--- src/rtl/mc_controller_ws.sv ---
// Multicycle MIPS controller: main-decode FSM, ALU decode, memory wait states,
// illegal-instruction flag and retired-instruction counter.
module mc_controller_ws #(
    parameter int unsigned ALUC_W   = 3,
    parameter bit          MEM_WAIT = 1'b1,
    parameter int unsigned CNT_W    = 32
) (
    input  logic              clk,
    input  logic              reset,
    input  logic [5:0]        op,
    input  logic [5:0]        funct,
    input  logic              zero,
    input  logic              mem_ready,
    output logic              pcen,
    output logic              memwrite,
    output logic              irwrite,
    output logic              regwrite,
    output logic              iord,
    output logic              memtoreg,
    output logic              regdst,
    output logic              alusrca,
    output logic [2:0]        alusrcb,
    output logic [1:0]        pcsrc,
    output logic [ALUC_W-1:0] alucontrol,
    output logic [1:0]        lb,
    output logic              illegal,
    output logic [3:0]        state_o,
    output logic [CNT_W-1:0]  retired
);

    typedef enum logic [3:0] {
        StFetch  = 4'd0,
        StDecode = 4'd1,
        StMemAdr = 4'd2,
        StMemRd  = 4'd3,
        StMemWb  = 4'd4,
        StMemWr  = 4'd5,
        StExec   = 4'd6,
        StAluWb  = 4'd7,
        StBranch = 4'd8,
        StIExec  = 4'd9,
        StIWb    = 4'd10,
        StJump   = 4'd11
    } state_t;

    localparam logic [5:0] OpR    = 6'b000000;
    localparam logic [5:0] OpJ    = 6'b000010;
    localparam logic [5:0] OpBeq  = 6'b000100;
    localparam logic [5:0] OpBne  = 6'b000101;
    localparam logic [5:0] OpAddi = 6'b001000;
    localparam logic [5:0] OpSlti = 6'b001010;
    localparam logic [5:0] OpAndi = 6'b001100;
    localparam logic [5:0] OpOri  = 6'b001101;
    localparam logic [5:0] OpLb   = 6'b100000;
    localparam logic [5:0] OpLw   = 6'b100011;
    localparam logic [5:0] OpLbu  = 6'b100100;
    localparam logic [5:0] OpSw   = 6'b101011;

    localparam logic [2:0] AluAnd = 3'b000;
    localparam logic [2:0] AluOr  = 3'b001;
    localparam logic [2:0] AluAdd = 3'b010;
    localparam logic [2:0] AluSub = 3'b110;
    localparam logic [2:0] AluSlt = 3'b111;

    state_t            r_state;
    state_t            w_next;
    logic [CNT_W-1:0]  r_retired;
    logic              w_rdy;
    logic              w_pcwrite;
    logic              w_branch;
    logic              w_bne;
    logic              w_retire;
    logic [2:0]        w_aluc;
    logic [2:0]        w_aluc_funct;
    logic              w_funct_ok;
    logic [1:0]        w_lb_mode;

    assign w_rdy = mem_ready | ~MEM_WAIT;

    always_comb begin
        w_funct_ok   = 1'b1;
        w_aluc_funct = AluAdd;
        case (funct)
            6'b100000: w_aluc_funct = AluAdd;
            6'b100010: w_aluc_funct = AluSub;
            6'b100100: w_aluc_funct = AluAnd;
            6'b100101: w_aluc_funct = AluOr;
            6'b101010: w_aluc_funct = AluSlt;
            default:   w_funct_ok   = 1'b0;
        endcase
    end

    always_comb begin
        w_lb_mode = 2'b00;
        if (op == OpLb) begin
            w_lb_mode = 2'b01;
        end else if (op == OpLbu) begin
            w_lb_mode = 2'b10;
        end
    end

    always_ff @(posedge clk or negedge reset) begin
        if (!reset) begin
            r_state <= StFetch;
        end else begin
            r_state <= w_next;
        end
    end

    always_ff @(posedge clk or negedge reset) begin
        if (!reset) begin
            r_retired <= '0;
        end else if (w_retire) begin
            r_retired <= r_retired + 1'b1;
        end
    end

    assign retired = r_retired;

    always_comb begin
        w_next    = StFetch;
        w_pcwrite = 1'b0;
        w_branch  = 1'b0;
        w_bne     = 1'b0;
        w_retire  = 1'b0;
        w_aluc    = AluAnd;
        memwrite  = 1'b0;
        irwrite   = 1'b0;
        regwrite  = 1'b0;
        iord      = 1'b0;
        memtoreg  = 1'b0;
        regdst    = 1'b0;
        alusrca   = 1'b0;
        alusrcb   = 3'b000;
        pcsrc     = 2'b00;
        lb        = 2'b00;
        illegal   = 1'b0;
        case (r_state)
            StFetch: begin
                alusrcb   = 3'b001;
                w_aluc    = AluAdd;
                irwrite   = w_rdy;
                w_pcwrite = w_rdy;
                w_next    = w_rdy ? StDecode : StFetch;
            end
            StDecode: begin
                alusrcb = 3'b011;
                w_aluc  = AluAdd;
                case (op)
                    OpLw, OpSw, OpLb, OpLbu:         w_next = StMemAdr;
                    OpBeq, OpBne:                    w_next = StBranch;
                    OpAddi, OpSlti, OpAndi, OpOri:   w_next = StIExec;
                    OpJ:                             w_next = StJump;
                    OpR: begin
                        if (w_funct_ok) begin
                            w_next = StExec;
                        end else begin
                            illegal = 1'b1;
                        end
                    end
                    default:                         illegal = 1'b1;
                endcase
            end
            StMemAdr: begin
                alusrca = 1'b1;
                alusrcb = 3'b010;
                w_aluc  = AluAdd;
                w_next  = (op == OpSw) ? StMemWr : StMemRd;
            end
            StMemRd: begin
                iord   = 1'b1;
                lb     = w_lb_mode;
                w_next = w_rdy ? StMemWb : StMemRd;
            end
            StMemWb: begin
                memtoreg = 1'b1;
                regwrite = 1'b1;
                lb       = w_lb_mode;
                w_retire = 1'b1;
            end
            StMemWr: begin
                iord     = 1'b1;
                memwrite = 1'b1;
                w_retire = w_rdy;
                w_next   = w_rdy ? StFetch : StMemWr;
            end
            StExec: begin
                alusrca = 1'b1;
                w_aluc  = w_aluc_funct;
                w_next  = StAluWb;
            end
            StAluWb: begin
                regdst   = 1'b1;
                regwrite = 1'b1;
                w_retire = 1'b1;
            end
            StIExec: begin
                alusrca = 1'b1;
                w_next  = StIWb;
                case (op)
                    OpSlti: begin alusrcb = 3'b010; w_aluc = AluSlt; end
                    OpAndi: begin alusrcb = 3'b100; w_aluc = AluAnd; end
                    OpOri:  begin alusrcb = 3'b100; w_aluc = AluOr;  end
                    default: begin alusrcb = 3'b010; w_aluc = AluAdd; end
                endcase
            end
            StIWb: begin
                regwrite = 1'b1;
                w_retire = 1'b1;
            end
            StBranch: begin
                alusrca  = 1'b1;
                w_aluc   = AluSub;
                pcsrc    = 2'b01;
                w_branch = (op == OpBeq);
                w_bne    = (op == OpBne);
                w_retire = 1'b1;
            end
            StJump: begin
                pcsrc     = 2'b10;
                w_pcwrite = 1'b1;
                w_retire  = 1'b1;
            end
            default: w_next = StFetch;
        endcase

        pcen       = w_pcwrite | (w_branch & zero) | (w_bne & ~zero);
        alucontrol = ALUC_W'(w_aluc);
        state_o    = r_state;

        // Everything observable is held at zero for as long as reset is asserted.
        if (!reset) begin
            pcen       = 1'b0;
            memwrite   = 1'b0;
            irwrite    = 1'b0;
            regwrite   = 1'b0;
            iord       = 1'b0;
            memtoreg   = 1'b0;
            regdst     = 1'b0;
            alusrca    = 1'b0;
            alusrcb    = 3'b000;
            pcsrc      = 2'b00;
            lb         = 2'b00;
            illegal    = 1'b0;
            alucontrol = '0;
            state_o    = 4'd0;
            w_retire   = 1'b0;
        end
    end

endmodule

--- config.mk ---
export PLATFORM = sky130hd
export DESIGN_NAME = mc_controller_ws
export DESIGN_NICKNAME = d
export VERILOG_FILES = /design/src/rtl/mc_controller_ws.sv
export SDC_FILE = /design/constraint.sdc
export NUM_CORES = 1
export LEC_CHECK = 0
export CORE_MARGIN = 2
export CORE_UTILIZATION = 44
export CTS_BUF_LIST = sky130_fd_sc_hd__clkbuf_8
export DETAILED_ROUTE_END_ITERATION = 10
export GPL_TIMING_DRIVEN = 0
export PLACE_DENSITY = 0.76
export REMOVE_ABC_BUFFERS = 1
export SLEW_MARGIN = 40
export SYNTH_ARGS = -nofsm -noshare
export SYNTH_HDL_FRONTEND = slang
export SYNTH_SLANG_ARGS = --single-unit
--- constraint.sdc ---
create_clock -name clk -period 1.75 [get_ports clk]
set_input_delay 0.35 -clock clk [delete_from_list [all_inputs] [get_ports clk]]
set_output_delay 0.35 -clock clk [all_outputs]
set_load 0.01 [all_outputs]
==> flow_summary.ini <==
[run_status]
status = finished, violations left
violations = setup timing

[global_route]
grt_pass1_wl_um = 12920
gr-total-overflow = 0
antenna_found_initial = 0
grt_usage_pct = 27.38
grt_pass1_vias = 2636
grt_max_degree = 41

[detailed_routing]
dr.first_iter.drc_count = 339
wl_um = 9521
routed-via-count = 2829
viasPerCell = 6.110
postRouteAntennaNets = 0
dr.pass1.iters = 5
route.detailed.drc = 0
avgRoutedWirePerCell_um = 20.56

[critical_path]
worst_ep_arrival_time_ns = 1.86
crit_top_cell = buf_6
critical-path-top-delay-family = flip-flops
cp-start-kind = flip-flop
required_ns = 1.40
cp.buffers_inverters = 3
endpoint_kind = output pin
worstSetupPathType = reg -> out
cp_max_fo = 6
path_cells = buf_6 -> buf_6 -> nor2b_4 -> a21oi_1 -> nor3b_2 -> buf_2
crit_path_top_delay_cell = dfrtp_4
slowest_delay_ns = 0.53

[placement]
dp.final_hpwl_um = 4103
placed_area_mm2 = 0.003045
routabilityCongestion = 0.8486
io_buffers = 70
place_inst = 392
preCtsSetupSlack_ns = -1.277

[sta]
skew_ns = 0.01258
rsz0062_at_grt = true
fmax_ghz = 0.4515
period_minus_slack_ns = 2.215
finalHoldViolations = 0
setup_viol = 49
relSlewSlack_pct = 70.82
final-max-slew-violation-count = 0
worst_pin_slew_ns = 0.4362
finalCritPeriodShare_pct = 126.5
layout_setup_ws_ns = -0.4646

[cts]
clock-root-buffer = clkbuf_8
cts_tree = yes
htree_num_levels = 2
cts_sinks = 36
clock_path_buffers = 2
path_clk_slew_ns = 0.08
numCtsBuffers = 5
worstSkewPairLatency_ns = 0.30

[flow_run]
maxCapViolations = 0

[floorplanning]
dieArea_mm2 = 0.005785
start_util_pct = 45.02
die_w_um = 76.06
die_h_um = 76.06
num_rows = 26
ios = 71
coreArea_mm2 = 0.005075

[pwr]
power.leakage_uw = 0.001937
peakVddDrop_v = 0.0007267
powerDensity_mw_per_mm2 = 910.0

[cells_and_area]
final_cell_area_mm2 = 0.004128
fin_cells = 463
nets = 409
fin_util_pct = 81.34
areaGrowthSynthToFinish_pct = 80.67
layout_common_cells = 36 x clkdlybuf4s50_1, 32 x buf_4, 31 x buf_6, 28 x dfrtp_1, 23 x buf_2
n_antenna_cell = 0
drive_gt1_share_pct = 49.62
mostFrequentLayoutCell = clkdlybuf4s50_1

[synth]
synth-seq-area-share_pct = 39.43
yosys_warnings = 0
syn_inst = 262
synth_top_area_share_pct = 39.43
netlist_area_mm2 = 0.002285
avgSynthCellArea_um2 = 8.720
async_reset_ff_share_pct = 100.0
synth_largest_area_cell = dfrtp_1
ys_ff_latch = 36
synth_edf_count = 0
synthTopCellsByArea = dfrtp_1 39%, xnor2_1 7.7%, xor2_1 5.0%
yosys_most_used_dff = dfrtp_1
yosysUniqueCellTypes = 49

[worst_hold_path]
hold_class = in -> async
[where the power goes]
group / internal [µW] / leakage [µW] / total (µW) / switching [µW]
Clock: 417 / 0.0000593 / 733 / 316
Combinational: 992 / 0.00141 / 1980 / 984
Sequential: 907 / 0.000473 / 1050 / 140
[final cells by class]
cell class / instances / area (µm²)
clock buffers: 5 / 68.82
clock inverters: 3 / 38.79
fillers: 287 / 947.2
inverters: 6 / 25.02
multi-input cells: 209 / 1808
flip-flops and latches: 36 / 913.4
well taps: 70 / 87.58
repair buffers: 134 / 1186
[Yosys cell counts, types with 2 or more instances]
cell type	instances
and2_1	5
nand4_1	13
nor2b_1	7
dfrtp_1	36
a21oi_1	11
o21ai_0	6
clkbuf_1	10
nand2_1	27
inv_1	6
a21boi_0	2
and4_1	3
nand3_1	16
nor3_1	16
nor2_1	20
nor4_1	2
a21o_1	3
and3_1	8
nor3b_1	4
mux2i_1	2
xnor2_1	20
xor2_1	13
nand2b_1	5
[layer usage]
metal | track usage (%) | up-vias | part of all wire (%)
met1 | 34.76 | 1352 | 38
li1 | - | 1193 | -
met3 | 4.384 | 74 | 7.4
met2 | 47.05 | 210 | 48
met4 | 10.55 | 0 | 7.1
met5 | 0 | - | 0
[flip-flops by register name (all words and copies together) (netlist names)]
| signal | flops |
|---|---|
| r_state | 4 |
| retired | 32 |
[kinds of logic after synthesis]
family | count (synthesis) | share of synthesized area [%]
AOI/OAI and AO/OA | 35 | 10.35
xor gates and xnor gates | 33 | 12.65
adders and majority gates | 1 | 0.5476
buffers and inverters | 17 | 2.958
DFF | 36 | 39.43
muxes | 3 | 1.369
and+or+nand+nor | 137 | 32.70
[path summary, 6_finish.rpt]
path                                               from                      end  slack (ns)  cells past startpoint
worst max-delay path               r_state[1]$_DFF_PN0_               alusrcb[1]       -0.46                      6
worst min-delay path                              reset  retired[30]$_DFFE_PN0P_        0.05                      2
worst max register to register     r_state[2]$_DFF_PN0_  retired[23]$_DFFE_PN0P_       -0.31                     10
worst min register to register  retired[28]$_DFFE_PN0P_  retired[28]$_DFFE_PN0P_        0.49                      1
max in group asynchronous                         reset     r_state[1]$_DFF_PN0_        0.84                      2
min in group clk                retired[28]$_DFFE_PN0P_  retired[28]$_DFFE_PN0P_        0.49                      1
[what timing repair did]
action                                 CTS  global route
gates resized for setup                223            54
hold buffers                             1             0
setup endpoints to repair               58            53
endpoints found under the hold margin   10             0
pin swaps                               37            27
buffers inserted                        56             7
[stage by stage]
stage | total power [µW] | hold slack (ns) | TNS (ns)
3_5_place_dp | 1951 | 0.2003 | -20.67
4_1_cts | 3371 | 0.05209 | -4.406
2_1_floorplan | 1532 | 0.05441 | -0.8341
3_3_place_gp | 1936 | 0.4547 | -135.56
5_1_grt | 3852 | 0.06256 | -11.98
6_report | 3756 | 0.05025 | -9.816
Power figures use the tool's default switching activity.
